<file path="src/rtl/usb_pkt_serializer.sv">
// USB-style packet serializer: SYNC, PID/~PID, token or data fields and optional CRC, LSB first.
// Define USB_PKT_SERIALIZER_CRC_EN to build the CRC5/CRC16 fields; without it packets end after ENDP/DATA.
module usb_pkt_serializer #(
  parameter int DATA_BYTES = 8,
  parameter int SYNC_BITS  = 8
) (
  input  logic                    clk,
  input  logic                    rst_L,
  input  logic                    pktready,
  input  logic [3:0]              pid,
  input  logic [6:0]              addr,
  input  logic [3:0]              endp,
  input  logic [8*DATA_BYTES-1:0] data,
  input  logic                    pause,
  output logic                    outb,
  output logic                    sending,
  output logic                    start,
  output logic                    gotpkt,
  output logic                    done
);

  localparam int DW      = 8 * DATA_BYTES;
  localparam int MAX_A   = (SYNC_BITS > DW) ? SYNC_BITS : DW;
  localparam int MAX_LEN = (MAX_A > 16) ? MAX_A : 16;
  localparam int CW      = $clog2(MAX_LEN) + 1;

  typedef enum logic [3:0] {
    S_IDLE, S_LOAD, S_SYNC, S_PID, S_ADDR, S_ENDP, S_DATA
`ifdef USB_PKT_SERIALIZER_CRC_EN
    , S_CRC5, S_CRC16
`endif
  } state_e;

  typedef enum logic [1:0] {C_HS, C_TOKEN, C_DATA} pkt_class_e;

  state_e          state_q, nxt_state;
  pkt_class_e      cls_q;
  logic [CW-1:0]   cnt_q, field_len;
  logic [3:0]      pid_q;
  logic [6:0]      addr_q;
  logic [3:0]      endp_q;
  logic [DW-1:0]   data_q;
  logic [7:0]      pid_byte;
  logic            last_bit, adv;
`ifdef USB_PKT_SERIALIZER_CRC_EN
  logic [4:0]      crc5_q;
  logic [15:0]     crc16_q;

  // One LFSR step: feedback is the incoming bit XOR the remainder MSB.
  function automatic logic [4:0] crc5_step(input logic [4:0] c, input logic b);
    return {c[3:0], 1'b0} ^ ((b ^ c[4]) ? 5'h05 : 5'h00);
  endfunction

  function automatic logic [15:0] crc16_step(input logic [15:0] c, input logic b);
    return {c[14:0], 1'b0} ^ ((b ^ c[15]) ? 16'h8005 : 16'h0000);
  endfunction
`endif

  assign pid_byte = {~pid_q, pid_q};
  assign sending  = (state_q != S_IDLE) && (state_q != S_LOAD);
  assign start    = (state_q == S_SYNC);
  assign gotpkt   = (state_q == S_LOAD);
  assign adv      = sending && !pause;
  assign last_bit = (cnt_q == field_len - CW'(1));
  assign done     = adv && last_bit && (nxt_state == S_IDLE);

  // NOTE: every signal gets a default before the case so no path leaves it unassigned (no latches).
  always_comb begin
    outb      = 1'b0;
    field_len = CW'(8);
    nxt_state = S_IDLE;
    case (state_q)
      S_SYNC: begin
        outb      = (cnt_q == CW'(SYNC_BITS - 1));
        field_len = CW'(SYNC_BITS);
        nxt_state = S_PID;
      end
      S_PID: begin
        outb      = pid_byte[cnt_q[2:0]];
        nxt_state = (cls_q == C_TOKEN) ? S_ADDR :
                    (cls_q == C_DATA)  ? S_DATA : S_IDLE;
      end
      S_ADDR: begin
        outb      = addr_q[cnt_q[2:0]];
        field_len = CW'(7);
        nxt_state = S_ENDP;
      end
      S_ENDP: begin
        outb      = endp_q[cnt_q[1:0]];
        field_len = CW'(4);
`ifdef USB_PKT_SERIALIZER_CRC_EN
        nxt_state = S_CRC5;
`endif
      end
      S_DATA: begin
        outb      = data_q[0];
        field_len = CW'(DW);
`ifdef USB_PKT_SERIALIZER_CRC_EN
        nxt_state = S_CRC16;
`endif
      end
`ifdef USB_PKT_SERIALIZER_CRC_EN
      // CRC fields go out as the complemented remainder, MSB of the remainder first.
      S_CRC5: begin
        outb      = ~crc5_q[3'd4 - cnt_q[2:0]];
        field_len = CW'(5);
      end
      S_CRC16: begin
        outb      = ~crc16_q[4'd15 - cnt_q[3:0]];
        field_len = CW'(16);
      end
`endif
      default: ;
    endcase
  end

  // NOTE: sequential state uses non-blocking assignments so all registers update from pre-edge values.
  always_ff @(posedge clk or negedge rst_L) begin
    if (!rst_L) begin
      state_q <= S_IDLE;
      cls_q   <= C_HS;
      cnt_q   <= '0;
      pid_q   <= '0;
      addr_q  <= '0;
      endp_q  <= '0;
      data_q  <= '0;
`ifdef USB_PKT_SERIALIZER_CRC_EN
      crc5_q  <= '0;
      crc16_q <= '0;
`endif
    end else begin
      case (state_q)
        S_IDLE: if (pktready) state_q <= S_LOAD;
        S_LOAD: begin
          pid_q   <= pid;
          addr_q  <= addr;
          endp_q  <= endp;
          data_q  <= data;
          cnt_q   <= '0;
          state_q <= S_SYNC;
          if (pid == 4'b0001 || pid == 4'b1001 || pid == 4'b1101) cls_q <= C_TOKEN;
          else if (pid == 4'b0011 || pid == 4'b1011)               cls_q <= C_DATA;
          else                                                      cls_q <= C_HS;
`ifdef USB_PKT_SERIALIZER_CRC_EN
          crc5_q  <= 5'h1F;
          crc16_q <= 16'hFFFF;
`endif
        end
        default: if (adv) begin
          cnt_q <= last_bit ? '0 : cnt_q + CW'(1);
          if (state_q == S_DATA) data_q <= data_q >> 1;
`ifdef USB_PKT_SERIALIZER_CRC_EN
          if (state_q == S_ADDR || state_q == S_ENDP) crc5_q <= crc5_step(crc5_q, outb);
          if (state_q == S_DATA) crc16_q <= crc16_step(crc16_q, outb);
`endif
          if (last_bit) state_q <= nxt_state;
        end
      endcase
    end
  end

endmodule

</file>
<file path="config.mk">
export PLATFORM = sky130hd
export DESIGN_NAME = usb_pkt_serializer
export DESIGN_NICKNAME = d
export VERILOG_FILES = /design/src/rtl/usb_pkt_serializer.sv
export SDC_FILE = /design/constraint.sdc
export NUM_CORES = 1
export LEC_CHECK = 0
export BUFFER_PORTS_ARGS = -buffer_cell sky130_fd_sc_hd__clkbuf_2
export CAP_MARGIN = 15
export CORE_ASPECT_RATIO = 0.5
export CORE_MARGIN = 4
export CORE_UTILIZATION = 50
export DETAILED_ROUTE_END_ITERATION = 16
export PLACE_DENSITY = 0.78
export RECOVER_POWER = 100
export SKIP_CTS_REPAIR_TIMING = 1
export SYNTH_ARGS = -nofsm -noshare
export SYNTH_HDL_FRONTEND = slang
export SYNTH_SLANG_ARGS = --single-unit
</file>
<file path="constraint.sdc">
create_clock -name clk -period 2 [get_ports clk]
set_input_delay 0.3 -clock clk [delete_from_list [all_inputs] [get_ports clk]]
set_output_delay 0.3 -clock clk [all_outputs]
set_load 0.02 [all_outputs]
</file>
# After elaboration in Yosys (flattened, before gate mapping)
# Index checks and enable logic that the tools add are counted.
# Widths: inputs -> output; s select.
# op_classes
addsub	2
magnitude_cmp	2
n_eq_ne	17
mux	23
n_bitwise	2
n_reduce_logical	18
# ops
op	n
$mux 64	2
$pmux 64 s2	1
$pmux 7 s3	1
$mux 7	2
$pmux 7 s2	1
$eq 4x2->1 const B	3
$eq 4x3->1 const B	3
$eq 4x4->1 const B	3
$mux 4	3
$pmux 3 s3	1
$eq 4x1->1 const B	2
$logic_not 4->1	2
$pmux 4 s2	1
$add 7x1->7 const B	1
$eq 7x3->1 const B	1
$eq 7x7->1	1
$sub 7x1->7 const B	1
$bmux 1 s3	2
$mux 3	2
$reduce_and 3->1	2
$reduce_bool 3->1	2
$pmux 1 s5	1
$logic_and 1x1->1	4
$lt 3x4->1 const B	1
other kinds (15)	21
# word_totals
regBits	92

# Logic depth before layout (Yosys ltp)
# Gate-level depths: netlist of run 1.
# logic_depth
ltp_word	7
depth_mapped	8
ltp_nobuf	7

# Worst setup path after synthesis of run 1
# Ideal clock, no wire load.
# synth_path
path_kind	register -> output
from	reg cnt_q[0]
to	out outb
arrival_time_ps	1765
required_time_ps	1700
slack_ps	-65
path_stages_with_launch	5
cell_sequence	dfrtp_1 > buf_2 > mux4_2 > o21ai_0 > o311ai_0
# synth_via
elab_chain_len	3
word_cells_on_any_way	8
# synth_rtl
item	line_no	source
start, declared	38	logic [CW-1:0] cnt_q, field_len;
start signal, assigned	150	cnt_q <= last_bit ? '0 : cnt_q + CW'(1);
$bmux 1 s3, or another cell as far along	84	outb = addr_q[cnt_q[2:0]];
$mux 1 (on tied branches)	84, 79, 89	
$pmux 1 s5 *	72	case (state_q)
end, declared	15	output logic outb,
# Mark *: on every way between the ends. The rest lies on a longest branch, timed or not. The select of a mux whose other input is x is not followed.

# Worst setup path in the final report of run 1
# Same ends and word-level chain as after synthesis.

==> reports/metrics.yaml, run 1 <==
fmax_mhz: 469.1
viasPerCell: 5.191
synth_cells: 525
crit_buf_inv: 1
cp_top_family: "multiplexers"
hold_viol_final: 0
vdd_ir_drop_max_mv: 0.7116
dpl-instance-area_sq_um: 5066
clock_path_buffers: 2
violations: "setup timing"
path_cells: "mux4_2 -> a32oi_1 -> o311ai_2 -> buf_4"
ant_nets: 0
totalWireLength_um: 10160
cp_data_arrival_time_ps: 1830
finalWorstSetupSlack_ps: -131.6
hpwl_um: 6734
min_period_ps: 2132
drv_cap: 0
clockRootBuffer: "clkbuf_16"
period_share: 1.066
status: "finished with violations"
hp-class: "in -> reg"
syn_nets: 610
rows: 24
nets: 700
ys_seq_area_frac: 0.5115
grt_use_met2: 0.3216
critPathKind: "reg -> out"
grt_pass1_vias: 3420
cts_tree: "built"
die_area_sq_um: 10570
clock-sinks: 91
grt_first_pass_wirelength_um: 16150
wl_per_cell_um: 13.78
critPathLaunchType: "register"
coreArea_sq_um: 8678
io-pin-count: 88
finalClockSkew_ps: 7.149
power_mw: 6.762
area_delta_synth_final_pct: 24.37
drive_gt1_frac: 0.2548
die_y_um: 74.72
grt_util_met1: 0.2552
drc: 0
end_kind: "output port"
cts_max_level: 3
clk_pin_slew_ps: 60
num_antenna_cells: 0
rsz0062_at_grt: "yes"
report.final.slew_viol_count: 0
track_usage: 0.1940
p_leak_nw: 2.658
route.vias.total: 3826
critPathMaxStageDelay_ps: 510
grt_overflow: 0
drt-initial-drc-count: 318
cp_max_fo: 4
grt_util_met3: 0.06155
r2r_setup_slack_ps: 180
start_util: 0.5130
dpl_worst_slack_ps: 27.65
postLayoutCellArea_sq_um: 5537
antenna_found_initial: 0
setup_viol: 2
insertion_delay_ps: 350
globalplace.congestion: 0.8649
dr.pass1.iters: 7
cp_slowest_cell: "mux4_2"
crit_required_ps: 1700
worst_pin_slew_ps: 1119
ys.warnings.count: 0
grt_busiest_layer: "met2"
yosysUniqueCellTypes: 47
final_util: 0.6380
grt_max_degree: 69
portBuffers: 87
mappedNetlistArea_sq_um: 4452
synth_area_per_cell_sq_um: 8.480
powerDensity_nw_per_um2: 1221
die_w_um: 141.4
ys_ff_latch: 91
n_fill_cell: 724
numCtsBuffers: 9
slew_headroom: 0.2537
==> synthesized netlist by cell type, drive strengths merged <==
cell type	n	area, sq um
a21oi	3	15.01
a221o	1	10.01
a31oi	64	400.4
a32oi	1	8.760
and2b	2	15.01
and3	1	6.260
buf	28	150.2
clkbuf	10	37.54
dfrtp	91	2277
ha	2	25.02
inv	7	26.27
mux2i	2	20.02
mux4	3	67.56
nand2	184	690.7
nand2b	4	27.53
nand3	5	25.02
nand3b	2	27.53
nand4b	1	8.760
nor2	70	265.3
nor2b	3	18.77
nor3	4	20.02
nor3b	3	32.53
nor4	1	6.260
o211ai	4	40.03
o21a	1	7.510
o21ai	10	61.31
o21bai	2	15.01
o221a	1	11.26
o221ai	1	26.28
o22a	1	8.760
o311ai	1	8.760
o31ai	7	52.55
or2	2	12.52
or3b	1	8.760
xnor2	1	8.760
xor2	1	8.760
==> power breakdown <==
part           internal [mW]  switching [mW]
Clock                  0.965           0.696
Combinational          0.991            1.04
Sequential              2.55           0.523
Total                   4.51            2.26
==> flip-flops by register name, summed over array words and instances, names as in the netlist <==
name	count
state_q	3
pid_q	4
endp_q	4
cls_q	2
cnt_q	7
data_q	64
addr_q	7
==> final timing paths <==
kind | start | cells past startpoint | endpoint
max | cnt_q[0] | 4 | outb
min | addr[5] | 3 | addr_q[5]
max reg2reg | state_q[2] | 6 | state_q[0]
min reg2reg | addr_q[2] | 2 | addr_q[2]
max in group asynchronous | rst_L | 3 | data_q[48]
min in group asynchronous | rst_L | 2 | data_q[22]
==> layer usage <==
layer  share of wire  wire [um]
met5               0          0
met2            0.48       4905
met4           0.013        129
met1            0.46       4679
met3           0.044        442
==> layout make-up <==
cell class / count / area (sq um) / area share
Tap cell: 117 / 146.4 / 0.02644
Clock inverter: 5 / 53.80 / 0.009718
Inverter: 7 / 31.28 / 0.005650
Sequential cell: 91 / 2282 / 0.4122
Timing Repair Buffer: 117 / 758.2 / 0.1369
Multi-Input combinational cell: 389 / 2032 / 0.3670
Clock buffer: 11 / 232.7 / 0.04203
==> worst reg2reg max path: cells and delay by family (launching register included) <==
family                 cells  cell delay, ps
and+or+nand+nor            2             330
buffers and inverters      2             340
DFF                        1             480
AOI/OAI and AO/OA          2             560
==> cell usage in the layout (no fill, tap or decap), types with 3 or more instances in the layout <==
cell and n:
nand2_1 184, dfrtp_1 87, clkbuf_2 84, nor2_1 69, a31oi_1 64, buf_4 21, clkbuf_16 10, o31ai_1 7
inv_1 6, nand3_1 5, buf_12 5, o21ai_0 4, dfrtp_2 4, mux4_2 3, o21ai_2 3, nor2b_1 3
a21oi_1 3, nor3_1 3, clkinv_2 3, clkbuf_1 3, buf_6 3
==> cells by family after synthesis <==
kind of cell	count (synthesis)	synth area share
mux	5	0.01967
simple gates	283	0.2617
buf+inv	45	0.04806
compound gates	97	0.1495
fa+ha+maj	2	0.005620
flops	91	0.5115
xor+xnor	2	0.003936
==> metrics by stage <==
stage	setup TNS, ps	hold slack (ps)	instances
final	-242.7	145.9	737
after CTS	-861.0	-164.8	724
after global placement	0	201.3	708
after global routing	-1444	143.0	737
after floorplan	0	4.409	525
after detailed placement	0	201.4	708
No activity file was read; power rests on OpenSTA's default activity.
==> inputs of run 2 (changes only) <==
ABC_AREA = 1   (was default)
GPL_TIMING_DRIVEN = 0   (was default)
PLACE_DENSITY = 0.79   (was 0.78)
==> run 2 against run 1 <==
Compared with the run above: the flow still finishes with violations (setup timing); global-route usage up 0.88 points; critical path depth is 4 higher; worst hold slack got worse by 8.1 ps; combinational power rose by 88%; power rose by 28%; synthesized area decreased by 2.3%; critical endpoint is now done.
==> reports/metrics.yaml, run 2 <==
status: "finished with violations"  # unchanged
violations: "setup timing"  # unchanged
rsz0062_at_grt: "yes"  # unchanged
synth_most_common_cell: "nand2_1"  # unchanged
insertion_delay_ps: 340  # was 350 ps
start_util: 0.5286  # was 0.5130
antenna_found_initial: 0  # unchanged
synth_top_family_by_area: "simple AND/OR/NAND/NOR gates"  # unchanged
setup_viol: 1  # was 2
syn_nets: 639  # was 610
p_clk_frac: 0.195  # was 0.246
grt_max_degree: 51  # was 69
power.share.sequential: 0.364  # was 0.454
route.vias.total: 4034  # was 3826
clockRootBuffer: "clkbuf_16"  # unchanged
final_common_cell: "nand2_1"  # unchanged
hp-class: "in -> async"  # was in -> reg
drv_cap: 0  # unchanged
synth_top_cells_by_count: "nand2_1 (191), dfrtp_1 (91), nor2_1 (83)"  # was nand2_1 (184), dfrtp_1 (91), nor2_1 (69)
synth-adder-area-share: 0.005752  # was 0.005621
top_regs: "data_q: 64 flops, addr_q: 7 flops, cnt_q: 7 flops"  # unchanged
synth_edf_count: 0  # unchanged
p_sw_mw: 3.528  # was 2.257 mW
portBuffers: 87  # unchanged
critPathLaunchType: "register"  # unchanged
yosysTopAreaCell: "dfrtp_1"  # unchanged
powerDensity_nw_per_um2: 1607  # was 1221 nW/um^2
ant_nets: 0  # unchanged
synth_flop_cell: "dfrtp_1"  # unchanged
viasPerCell: 5.212  # was 5.191
cp_max_fo: 7  # was 4
combPwrFrac: 0.442  # was 0.300
fmax_mhz: 484.6  # was 469.1 MHz
grt_pass1_vias: 3852  # was 3420
ys_top_cells_by_area: "dfrtp_1 (52%), nand2_1 (16%), a31oi_1 (9.2%)"  # was dfrtp_1 (51%), nand2_1 (16%), a31oi_1 (9.0%)
finalClockSkew_ps: 8.760  # was 7.149 ps
io-pin-count: 88  # unchanged
regMostFlops: "data_q"  # unchanged
synthMuxAreaShare: 0  # was 0.01967
mappedNetlistArea_sq_um: 4350  # was 4452 sq um
instances_no_fill: 774  # was 737
slew_headroom: 0.3063  # was 0.2537
clk_pin_slew_ps: 60  # about the same
report.final.slew_viol_count: 0  # unchanged
dr.pass1.iters: 6  # was 7
die_area_sq_um: 10350  # was 10570 sq um
worst_pin_slew_ps: 1041  # was 1119 ps
die_y_um: 73.96  # was 74.72 um
hold_viol_final: 0  # unchanged
yosys.area_share.simple: 0.2637  # was 0.2617
grt_first_pass_wirelength_um: 17100  # was 16150 um
crit_required_ps: 1700  # about the same
period_share: 1.032  # was 1.066
numCtsBuffers: 9  # unchanged
drive_gt1_frac: 0.2356  # was 0.2548
coreArea_sq_um: 8230  # was 8678 sq um
intPower_mw: 5.107  # was 4.506 mW
track_usage: 0.2027  # was 0.1940
synth_area_per_cell_sq_um: 7.853  # was 8.480 sq um
final_cell_mix: "nand2_1 (190), dfrtp_1 (88), clkbuf_2 (86)"  # was nand2_1 (184), dfrtp_1 (87), clkbuf_2 (84)
globalplace.congestion: 0.8316  # was 0.8649
synth_xor_area_frac: 0.004026  # was 0.003935
p_leak_nw: 2.661  # was 2.658 nW
grt_overflow: 0  # unchanged
area_delta_synth_final_pct: 23.50  # was 24.37%
critPathKind: "reg -> out"  # unchanged
ys.warnings.count: 0  # unchanged
hpwl_um: 7267  # was 6734 um
synth_top_area_frac: 0.5234  # was 0.5115
p_sw_frac: 0.4086  # was 0.3337
cts_tree: "built"  # unchanged
end_kind: "output port"  # unchanged
r2r-start: "state_q[2]"  # unchanged
drt-initial-drc-count: 317  # was 318
synth_compound_area_frac: 0.1418  # was 0.1495
r2r_setup_slack_ps: 180  # about the same
r2r_end: "data_q[53]"  # was state_q[0]
finalWorstSetupSlack_ps: -63.77  # was -131.6 ps
synth_cells: 554  # was 525
dpl_worst_slack_ps: 50.46  # was 27.65 ps
yosysUniqueCellTypes: 23  # was 47
rows: 23  # was 24
ys_async_sr_fraction: 1.000  # unchanged
cp_data_arrival_time_ps: 1760  # was 1830 ps
nets: 742  # was 700
die_w_um: 139.9  # was 141.4 um
largest_register_ffs: 64  # unchanged
place_inst: 754  # was 708
num_antenna_cells: 0  # unchanged
final.setup.tns_ps: -63.77  # was -242.7 ps
clock-sinks: 91  # unchanged
vdd_ir_drop_max_mv: 0.7084  # was 0.7116 mV
drc: 0  # unchanged
totalWireLength_um: 10190  # was 10160 um
wl_per_cell_um: 13.16  # was 13.78 um
clock_path_buffers: 2  # unchanged
r2r_cells: 6  # unchanged
ys_ff_latch: 91  # unchanged
min_period_ps: 2064  # was 2132 ps
cts_max_level: 3  # unchanged
ys_seq_area_frac: 0.5234  # was 0.5115
[run 2: cell types whose count changed after synthesis, moves of 4 or more]
cell and delta:
buf_4 +4, inv_1 +19, o31ai_1 -7, a21oi_1 +8
o21ai_0 +16, nand3_1 +11, nand2_1 +7, nor2_1 +14
[run 2: final cells by class]
type                            count  area, sq um
Sequential cell                    91         2281
Fill cell                         734         2858
Inverter                           25        93.84
Clock buffer                       11        242.7
Buffer                             34        196.4
Timing Repair Buffer               93        489.2
Tap cell                          112        140.1
Multi-Input combinational cell    403         1877
Clock inverter                      5        52.55
[run 2: power by group through the flow]
stage	clock, mW	combinational [mW]	sequential, mW
after global placement	0	3.52	3.09
final	1.68	3.81	3.14
after CTS	1.72	3.64	3.09
after global routing	1.80	4.39	3.24
after floorplan	0	2.76	3.01
after detailed placement	0	3.63	3.11
[run 2: how the worst max path moves through the flow]
stage	startpoint	slack, ps	depth (start not counted)	to
floorplan	state_q[0]	100	8	done
detailed placement	state_q[2]	50	7	gotpkt
global route	state_q[1]	-150	8	done
global placement	rst_L	-460	1	state_q[2]
CTS	cnt_q[0]	-330	7	outb
finish	state_q[1]	-60	8	done
[run 2: per-layer routing]
layer / global-route usage / part of all wire / wire length (um)
met5: 0 / 0 / 0
met4: 0.05048 / 0.0061 / 62
met3: 0.05331 / 0.048 / 492
met2: 0.3449 / 0.49 / 4966
met1: 0.2666 / 0.46 / 4667
[run 2: kinds of logic after synthesis]
group,Yosys count
adders and majority gates,2
AOI/OAI and AO/OA,103
DFF,91
buffers and inverters,60
xor gates and xnor gates,2
and+or+nand+nor,296
[run 2: worst max-delay path, stage by stage, from the launching register on]
cell	delay, ps
dfrtp_2	490
inv_2	110
nand3_2	90
nand2_1	70
nand2_1	50
nor2_1	130
nand4_1	140
nor3b_2	200
buf_4	160
[run 2: per-stage QoR]
step           instance area [sq um]    util  power [mW]  hold WS (ps)
3_3_place_gp                    4926  0.5985       6.613         462.0
5_1_grt                         5373  0.6528       9.429         155.5
4_1_cts                         5251  0.6380       8.455         8.932
3_5_place_dp                    4956  0.6022       6.744         371.8
6_report                        5373  0.6528       8.634         137.7
2_1_floorplan                   4350       -       5.771         4.409
